**src/rtl/lfsr_period_ctrl_if.sv**
```systemverilog
// Command/status and LFSR hookup bundle for lfsr_period_ctrl.
// The controller takes the slave side; the host plus LFSR model take the master side.
interface lfsr_period_ctrl_if #(
   parameter int NB_DATA  = 8,
   parameter int NB_COUNT = 16
);
   logic                i_start;
   logic                i_abort;
   logic [NB_DATA-1:0]  i_seed;
   logic [NB_DATA-1:0]  i_lfsr;
   logic [NB_DATA-1:0]  o_seed;
   logic                o_soft_reset;
   logic                o_valid;
   logic                o_busy;
   logic                o_done;
   logic [NB_COUNT-1:0] o_period;
   logic                o_lock;
   logic                o_error;

   modport master (
      output i_start, i_abort, i_seed, i_lfsr,
      input  o_seed, o_soft_reset, o_valid, o_busy, o_done, o_period, o_lock, o_error
   );

   modport slave (
      input  i_start, i_abort, i_seed, i_lfsr,
      output o_seed, o_soft_reset, o_valid, o_busy, o_done, o_period, o_lock, o_error
   );
endinterface

```
**src/rtl/lfsr_period_ctrl.sv**
```systemverilog
// Period-measurement sequencer for an lfsr_galois instance: seeds it, steps it
// until its output returns to the captured reference, and reports period/lock/error.
module lfsr_period_ctrl #(
   parameter int NB_DATA         = 8,
   parameter int NB_COUNT        = 16,
   parameter int EXPECTED_PERIOD = 255,
   parameter int MAX_STEPS       = 300
) (
   input  logic                 clk,
   input  logic                 i_rst,
   lfsr_period_ctrl_if.slave    bus
);

   localparam logic [NB_COUNT-1:0] MAX_C = NB_COUNT'(MAX_STEPS);
   localparam logic [NB_COUNT-1:0] EXP_C = NB_COUNT'(EXPECTED_PERIOD);

   typedef enum logic [2:0] {IDLE, LOAD, CAPTURE, RUN, DONE} state_t;

   state_t              state_reg;
   logic [NB_DATA-1:0]  seed_reg;
   logic [NB_DATA-1:0]  ref_reg;
   logic [NB_COUNT-1:0] count_reg;
   logic [NB_COUNT-1:0] period_reg;
   logic                lock_reg;
   logic                error_reg;
   logic                done_reg;
   logic                busy_reg;

   logic zero_hit;
   logic match_hit;
   logic timeout_hit;
   logic run_exit;

   // Exit conditions are evaluated on the current LFSR output, so the step that
   // would move the LFSR off the reference is never issued.
   always_comb begin
      zero_hit    = (bus.i_lfsr == '0);
      match_hit   = (count_reg != '0) && (bus.i_lfsr == ref_reg);
      timeout_hit = (count_reg == MAX_C);
      run_exit    = zero_hit || match_hit || timeout_hit;
   end

   assign bus.o_valid      = (state_reg == RUN)  && !bus.i_abort && !run_exit;
   assign bus.o_soft_reset = (state_reg == LOAD) && !bus.i_abort;
   assign bus.o_seed       = seed_reg;
   assign bus.o_busy       = busy_reg;
   assign bus.o_done       = done_reg;
   assign bus.o_period     = period_reg;
   assign bus.o_lock       = lock_reg;
   assign bus.o_error      = error_reg;

   always_ff @(posedge clk or negedge i_rst) begin
      if (!i_rst) begin
         state_reg  <= IDLE;
         seed_reg   <= '0;
         ref_reg    <= '0;
         count_reg  <= '0;
         period_reg <= '0;
         lock_reg   <= 1'b0;
         error_reg  <= 1'b0;
         done_reg   <= 1'b0;
         busy_reg   <= 1'b0;
      end else begin
         done_reg <= 1'b0;
         case (state_reg)
            IDLE: begin
               if (bus.i_start && !bus.i_abort) begin
                  seed_reg   <= bus.i_seed;
                  period_reg <= '0;
                  lock_reg   <= 1'b0;
                  error_reg  <= 1'b0;
                  busy_reg   <= 1'b1;
                  state_reg  <= LOAD;
               end
            end
            LOAD, CAPTURE, RUN: begin
               if (bus.i_abort) begin
                  period_reg <= '0;
                  lock_reg   <= 1'b0;
                  error_reg  <= 1'b0;
                  busy_reg   <= 1'b0;
                  state_reg  <= IDLE;
               end else if (state_reg == LOAD) begin
                  state_reg <= CAPTURE;
               end else if (state_reg == CAPTURE) begin
                  ref_reg   <= bus.i_lfsr;
                  count_reg <= '0;
                  state_reg <= RUN;
               end else if (run_exit) begin
                  // Verdict is registered on entry to DONE so it is valid alongside o_done.
                  if (zero_hit) begin
                     period_reg <= count_reg;
                     error_reg  <= 1'b1;
                     lock_reg   <= 1'b0;
                  end else if (match_hit) begin
                     period_reg <= count_reg;
                     error_reg  <= 1'b0;
                     lock_reg   <= (count_reg == EXP_C);
                  end else begin
                     period_reg <= MAX_C;
                     error_reg  <= 1'b1;
                     lock_reg   <= 1'b0;
                  end
                  done_reg  <= 1'b1;
                  busy_reg  <= 1'b0;
                  state_reg <= DONE;
               end else begin
                  count_reg <= count_reg + NB_COUNT'(1);
               end
            end
            DONE: begin
               state_reg <= IDLE;
            end
            default: begin
               state_reg <= IDLE;
            end
         endcase
      end
   end

endmodule
```
**src/flat_wrapper.sv**
```systemverilog
// flat-port wrapper written by rule: the top's interface ports become plain ports
module lfsr_period_ctrl_flat 
#(
   parameter int NB_DATA         = 8,
   parameter int NB_COUNT        = 16,
   parameter int EXPECTED_PERIOD = 255,
   parameter int MAX_STEPS       = 300
)
  (clk, i_rst, bus_i_start, bus_i_abort, bus_i_seed, bus_i_lfsr, bus_o_seed, bus_o_soft_reset, bus_o_valid, bus_o_busy, bus_o_done, bus_o_period, bus_o_lock, bus_o_error);
  lfsr_period_ctrl_if #(.NB_DATA(NB_DATA), .NB_COUNT(NB_COUNT)) bus_i ();
  input  logic clk;
  input  logic i_rst;
  input wire logic [$bits(bus_i.i_start)-1:0] bus_i_start;
  input wire logic [$bits(bus_i.i_abort)-1:0] bus_i_abort;
  input wire logic [$bits(bus_i.i_seed)-1:0] bus_i_seed;
  input wire logic [$bits(bus_i.i_lfsr)-1:0] bus_i_lfsr;
  output wire logic [$bits(bus_i.o_seed)-1:0] bus_o_seed;
  output wire logic [$bits(bus_i.o_soft_reset)-1:0] bus_o_soft_reset;
  output wire logic [$bits(bus_i.o_valid)-1:0] bus_o_valid;
  output wire logic [$bits(bus_i.o_busy)-1:0] bus_o_busy;
  output wire logic [$bits(bus_i.o_done)-1:0] bus_o_done;
  output wire logic [$bits(bus_i.o_period)-1:0] bus_o_period;
  output wire logic [$bits(bus_i.o_lock)-1:0] bus_o_lock;
  output wire logic [$bits(bus_i.o_error)-1:0] bus_o_error;
  assign bus_i.i_start = bus_i_start;
  assign bus_i.i_abort = bus_i_abort;
  assign bus_i.i_seed = bus_i_seed;
  assign bus_i.i_lfsr = bus_i_lfsr;
  assign bus_o_seed = bus_i.o_seed;
  assign bus_o_soft_reset = bus_i.o_soft_reset;
  assign bus_o_valid = bus_i.o_valid;
  assign bus_o_busy = bus_i.o_busy;
  assign bus_o_done = bus_i.o_done;
  assign bus_o_period = bus_i.o_period;
  assign bus_o_lock = bus_i.o_lock;
  assign bus_o_error = bus_i.o_error;
  lfsr_period_ctrl #(.NB_DATA(NB_DATA), .NB_COUNT(NB_COUNT), .EXPECTED_PERIOD(EXPECTED_PERIOD), .MAX_STEPS(MAX_STEPS)) u_core (.clk(clk), .i_rst(i_rst), .bus(bus_i));
endmodule
```
**config.mk**
```make
export PLATFORM = sky130hd
export DESIGN_NAME = lfsr_period_ctrl_flat
export DESIGN_NICKNAME = d
export VERILOG_FILES = /design/src/rtl/lfsr_period_ctrl_if.sv /design/src/rtl/lfsr_period_ctrl.sv /design/src/flat_wrapper.sv
export SDC_FILE = /design/constraint.sdc
export NUM_CORES = 1
export LEC_CHECK = 0
export ABC_AREA = 1
export ABC_CLOCK_PERIOD_IN_PS = 2150
export CORE_MARGIN = 5
export CORE_UTILIZATION = 50
export DETAILED_ROUTE_END_ITERATION = 8
export GPL_ROUTABILITY_DRIVEN = 0
export PLACE_DENSITY = 0.76
export REMOVE_ABC_BUFFERS = 1
export SKIP_LAST_GASP = 1
export SYNTH_ARGS = -nofsm -noshare
export SYNTH_HDL_FRONTEND = slang
export SYNTH_SLANG_ARGS = --single-unit
```
**constraint.sdc**
```tcl
create_clock -name clk -period 2.15 [get_ports clk]
set_input_delay 0.43 -clock clk [delete_from_list [all_inputs] [get_ports clk]]
set_output_delay 0.43 -clock clk [all_outputs]
set_load 0.1 [all_outputs]
```
; ---- Word-level counts from Yosys, hierarchy flattened
; Cells that the tools add are included.
[classes]
n_bitwise = 2
reduce_logical = 19
muxes = 42
eq_ne = 12
add_sub_neg = 1
[ops]
columns = operator, count
row1 = two-way mux 16 bit, 9
row2 = one-hot mux 16 bit (2 select lines), 1
row3 = two-way mux 1 bit, 23
row4 = adder 16 x 1 -> 16 bit (second input constant), 1
row5 = equality test 16 x 8 -> 1 bit (second input constant), 1
row6 = equality test 16 x 9 -> 1 bit (second input constant), 1
row7 = nonzero test 16 bit, 1
row8 = two-way mux 3 bit, 5
row9 = equality test 8 bit, 1
row10 = logical NOT 8 bit, 1
row11 = AND reduction 4 bit, 2
row12 = equality test 3 x 2 -> 1 bit (second input constant), 2
row13 = != test 3 bit (second input constant), 2
row14 = one-hot mux 1 bit (2 select lines), 3
row15 = one-hot mux 3 bit (2 select lines), 1
row16 = logical AND 1 bit, 5
row17 = != test 5 x 2 -> 1 bit (second input constant), 1
row18 = AND reduction 5 bit, 1
row19 = AND reduction 2 bit, 2
row20 = equality test 3 x 1 -> 1 bit (second input constant), 1
row21 = logical NOT 3 bit, 1
row22 = != test 3 x 2 -> 1 bit (second input constant), 1
row23 = OR reduction 3 bit, 1
row24 = logical NOT 1 bit, 2
row25 = other kinds (5), 7
[word_totals]
regBits = 55
inputBits = 20
wordCells = 85
out_inout_bits = 30

; ---- Depth between registers and ports, before layout
; Gate-level depths: netlist of the first run.
[logic_depth]
word_depth = 9
mapped_depth = 12
depth_no_buf = 11

; ---- Least setup slack after synthesis of the first run
; Ideal clock, no wire load.
[synth_path]
kind = register -> output
startpoint = register u_core.count_reg[0]
endpoint = output port bus_o_valid
arrival_ns = 2.557
n_path_buf = 0
stages_incl_launch_ff = 9
setup_slack_ns = -0.837
path_cell_list = dfrtp_1 -> inv_1 -> ha_1 -> nand3_1 -> nor2_1 -> nand2_1 -> nand3_2 -> nand3_2 -> nor2_1
[synth_via]
elab_chain_cells = 6
elab_cells_between_ends = 7
classes_between = eq/ne (1) / reduce/logical (6)
[synth_rtl]
columns = item, line_no
row1 = from (decl), lfsr_period_ctrl.sv:22  ; logic [NB_COUNT-1:0] count_reg;
row2 = from (signal assigned), lfsr_period_ctrl.sv:108  ; count_reg <= count_reg + NB_COUNT'(1);
row3 = nonzero test 16 bit, lfsr_period_ctrl.sv:38  ; match_hit = (count_reg != '0) && (bus.i_lfsr == ref_reg);
row4 = logical AND 1 bit, lfsr_period_ctrl.sv:38
row5 = logical OR 1 bit, lfsr_period_ctrl.sv:40  ; run_exit = zero_hit || match_hit || timeout_hit;
row6 = logical OR 1 bit *, lfsr_period_ctrl.sv:40
row7 = logical NOT 1 bit *, lfsr_period_ctrl.sv:43  ; assign bus.o_valid = (state_reg == RUN) && !bus.i_abort && !run_exit;
row8 = logical AND 1 bit *, lfsr_period_ctrl.sv:43
row9 = to (decl), flat_wrapper.sv:19  ; output wire logic [$bits(bus_i.o_valid)-1:0] bus_o_valid;
; Mark *: on every way between the ends. The rest lies on a longest branch, timed or not.

; ---- Final worst setup path of the first run
[layout_path]
startpoint = register u_core.count_reg[7]
endpoint = output port bus_o_valid
; Same word-level chain as after synthesis.

==> results.ini, run 1 <==
[setup_path]
reg2reg_depth = 12
path_max_fanout = 2
rrSetupSlack_ns = 0.22
critical_path_arrival_ns = 1.73
r2r-end = u_core.bus.o_period[10]
cp-end-kind = output pin
cp_data_required_time_ns = 1.72
cp-start-kind = register
rr_startpoint = u_core.ref_reg[6]
criticalPathCategory = register to output pin

[route]
wl_per_cell_um = 13.9
dr.pass1.iters = 5
drc = 0
wl_met2_mm = 3.73
routed.top_layer = met4
met1_length_mm = 3.36
finalWirelength_mm = 7.57
dr_total_vias = 2810
first_iter_violations = 222
ant_nets = 0
avgViaCountPerCell = 5.15
dr_wl_met3_um = 332

[clocking]
htree_num_levels = 2
clkSlewWorstSetupHoldPaths_ns = 0.10
cts_root_buf = clkbuf_8
cts_tree = done
cts_made_buffers = 5
numClockSinks = 55
cts_max_path_buffers = 2
postCtsHoldBufs = 0
insertion_delay_ns = 0.31

[global_route]
grt_pass1_wl_mm = 12.7
grt_max_degree = 32
grt_overflow = 0
antenna_found_initial = 0
grt_pass1_vias = 2683
track_usage = 0.213

[finish]
regArea_mm2 = 0.00138
nets = 492
areaGrowthSynthToFinish_pct = 33.1
drive_gt1_frac = 0.268
multi_input_area_mm2 = 0.00147
fillCellCount = 481
layout_commonest_cell = nand2_1
antenna_cells = 0
fin_util = 0.677
mostFrequentLayoutCells = 121 x nand2_1, 72 x buf_4, 55 x dfrtp_1, 42 x nor2_1, 39 x nand3_1

[sta]
rsz0062_at_grt = true
worst_hold_slack_ns = 0.114
tightest_slew_ns = 0.607
slew_violations = 0
finalSetupViolCount = 1
fin_crit_sh = 1.01
fmax_mhz = 462
hold_viol_final = 0
layout_min_cycle_time_ns = 2.16
worst_slack_ns = -0.0129
relSlewSlack = 0.595
fin_skew_ns = 0.00986

[pwr]
p_per_area_mw_per_mm2 = 1070
peakVddDrop_mv = 0.847
p_leak_uw = 0.00205

[synthesis]
synth_top_family_by_area = simple AND/OR/NAND/NOR gates
synthCells = 378
synth_compound_area_frac = 0.0198
yosysTopAreaCell = dfrtp_1
syn_area_mm2 = 0.00298
yosysWarnings = 0
yosysUniqueCellTypes = 30
muxShareOfSynthArea = 0.0492
ys_ff_latch = 55
synthAdderAreaFrac = 0.00841
synth_ff_type = dfrtp_1
synth_xor_area_frac = 0.0353
synth_edf_count = 0
avgSynthCellArea_um2 = 7.87
synthArstFlopShare = 1.00
ys_seq_area_frac = 0.463
yosys.area_share.simple = 0.360
synth.area.top_cells = dfrtp_1 46%, nand2_1 15%, nand3_1 6.7%
synth_top_area_frac = 0.463

[min_path]
hp-class = input port to asynchronous set/reset pin

[floorplanning]
fp.dieH_um = 87.1
fp.coreArea_mm2 = 0.00585
rows = 28
start_util = 0.509
fp.dieW_um = 87.1
dieArea_mm2 = 0.00759
io_pins = 50

[placement]
place_ws_ns = -0.206
port_buffers = 49
dp_hpwl_mm = 5.58

[outcome]
status = complete, but fails checks
violations = setup timing

[run]
max_cap_viol_count = 0

-- routing by layer --
metal  vias up  track usage
met5         -            0
li1       1385            -
met2        76        0.346
met4         0       0.0600
met1      1333        0.294
met3        16       0.0350
-- cells in the mapped netlist, types with 5 or more instances --
cell and count:
buf_2 5, dfrtp_1 55, inv_1 33, mux2_2 13
nand2_1 122, nand3_1 40, nand4_1 8, nor2_1 49
nor3_1 6, o21ai_0 6, xnor2_1 5, xor2_1 7
-- stage by stage --
stage	power [uW]	std cells	instance area [um^2]	TNS (ns)
final	4240	546	3960	-0.0129
after global routing	4470	546	3960	-0.0855
after CTS	4150	541	3880	-0.0228
after detailed placement	3500	528	3740	-4.55
after global placement	3450	528	3740	-3.11
after floorplan	2820	368	2910	-3.89
-- logic make-up after synthesis --
group / count (synthesis)
AND/OR/NAND/NOR: 241
flip-flops: 55
buffers and inverters: 45
multiplexers: 13
XOR/XNOR: 12
AO/OA/AOI/OAI: 10
adder cells (fa/ha/maj): 2
-- worst max path at each step --
| stage | start | end | slack (ns) | cells past startpoint |
|---|---|---|---|---|
| finish | u_core.count_reg[7] | bus_o_valid | -0.01 | 8 |
| floorplan | u_core.count_reg[0] | bus_o_valid | -0.84 | 8 |
| CTS | u_core.count_reg[1] | bus_o_valid | -0.02 | 9 |
| global placement | bus_i_lfsr[5] | bus_o_valid | -0.17 | 10 |
| global route | u_core.count_reg[7] | bus_o_valid | -0.09 | 8 |
| detailed placement | bus_i_start | u_core.bus.o_period[10] | -0.21 | 8 |
-- where the power goes --
part | total, uW | internal [uW] | switching, uW | leakage (uW)
clock network | 578 | 229 | 349 | 0.0000412
logic | 2300 | 782 | 1520 | 0.00128
registers | 1360 | 1240 | 126 | 0.000731
total | 4240 | 2250 | 1990 | 0.00205
-- worst max-delay path, cell delays in order, from the launching register on --
cell and delay [ns]:
dfrtp_1 0.43, nor2_2 0.15, nand3_1 0.09, nor2_2 0.12, nand2_1 0.10, nand3_2 0.11, nand3_4 0.08, nor2_4 0.16
buf_12 0.19
-- area by class of cell --
class / instances / area share
clock inverter: 2 / 0.00316
timing repair buffer: 95 / 0.203
multi-input combinational: 278 / 0.371
inverter: 35 / 0.0332
clock buffer: 6 / 0.0183
tap: 75 / 0.0237
sequential: 55 / 0.347
-- what timing repair did --
item,4_1_cts,5_1_grt
setup buffers,5,5
endpoints found under the setup margin,1,19
endpoints found under the hold margin,0,0
pin swaps,7,4
gates resized for setup,16,10
(Power assumes the default switching activity.)
==> inputs of run 2 (changes only) <==
--- a/config.mk
+++ b/config.mk
@@ -7,6 +7,7 @@
 export LEC_CHECK = 0
 export ABC_AREA = 1
 export ABC_CLOCK_PERIOD_IN_PS = 2150
+export CAP_MARGIN = 10
 export CORE_MARGIN = 5
 export CORE_UTILIZATION = 50
 export DETAILED_ROUTE_END_ITERATION = 8
==> results of run 2 <==
Final layout, timing and power as in run 1 (identical DEF).
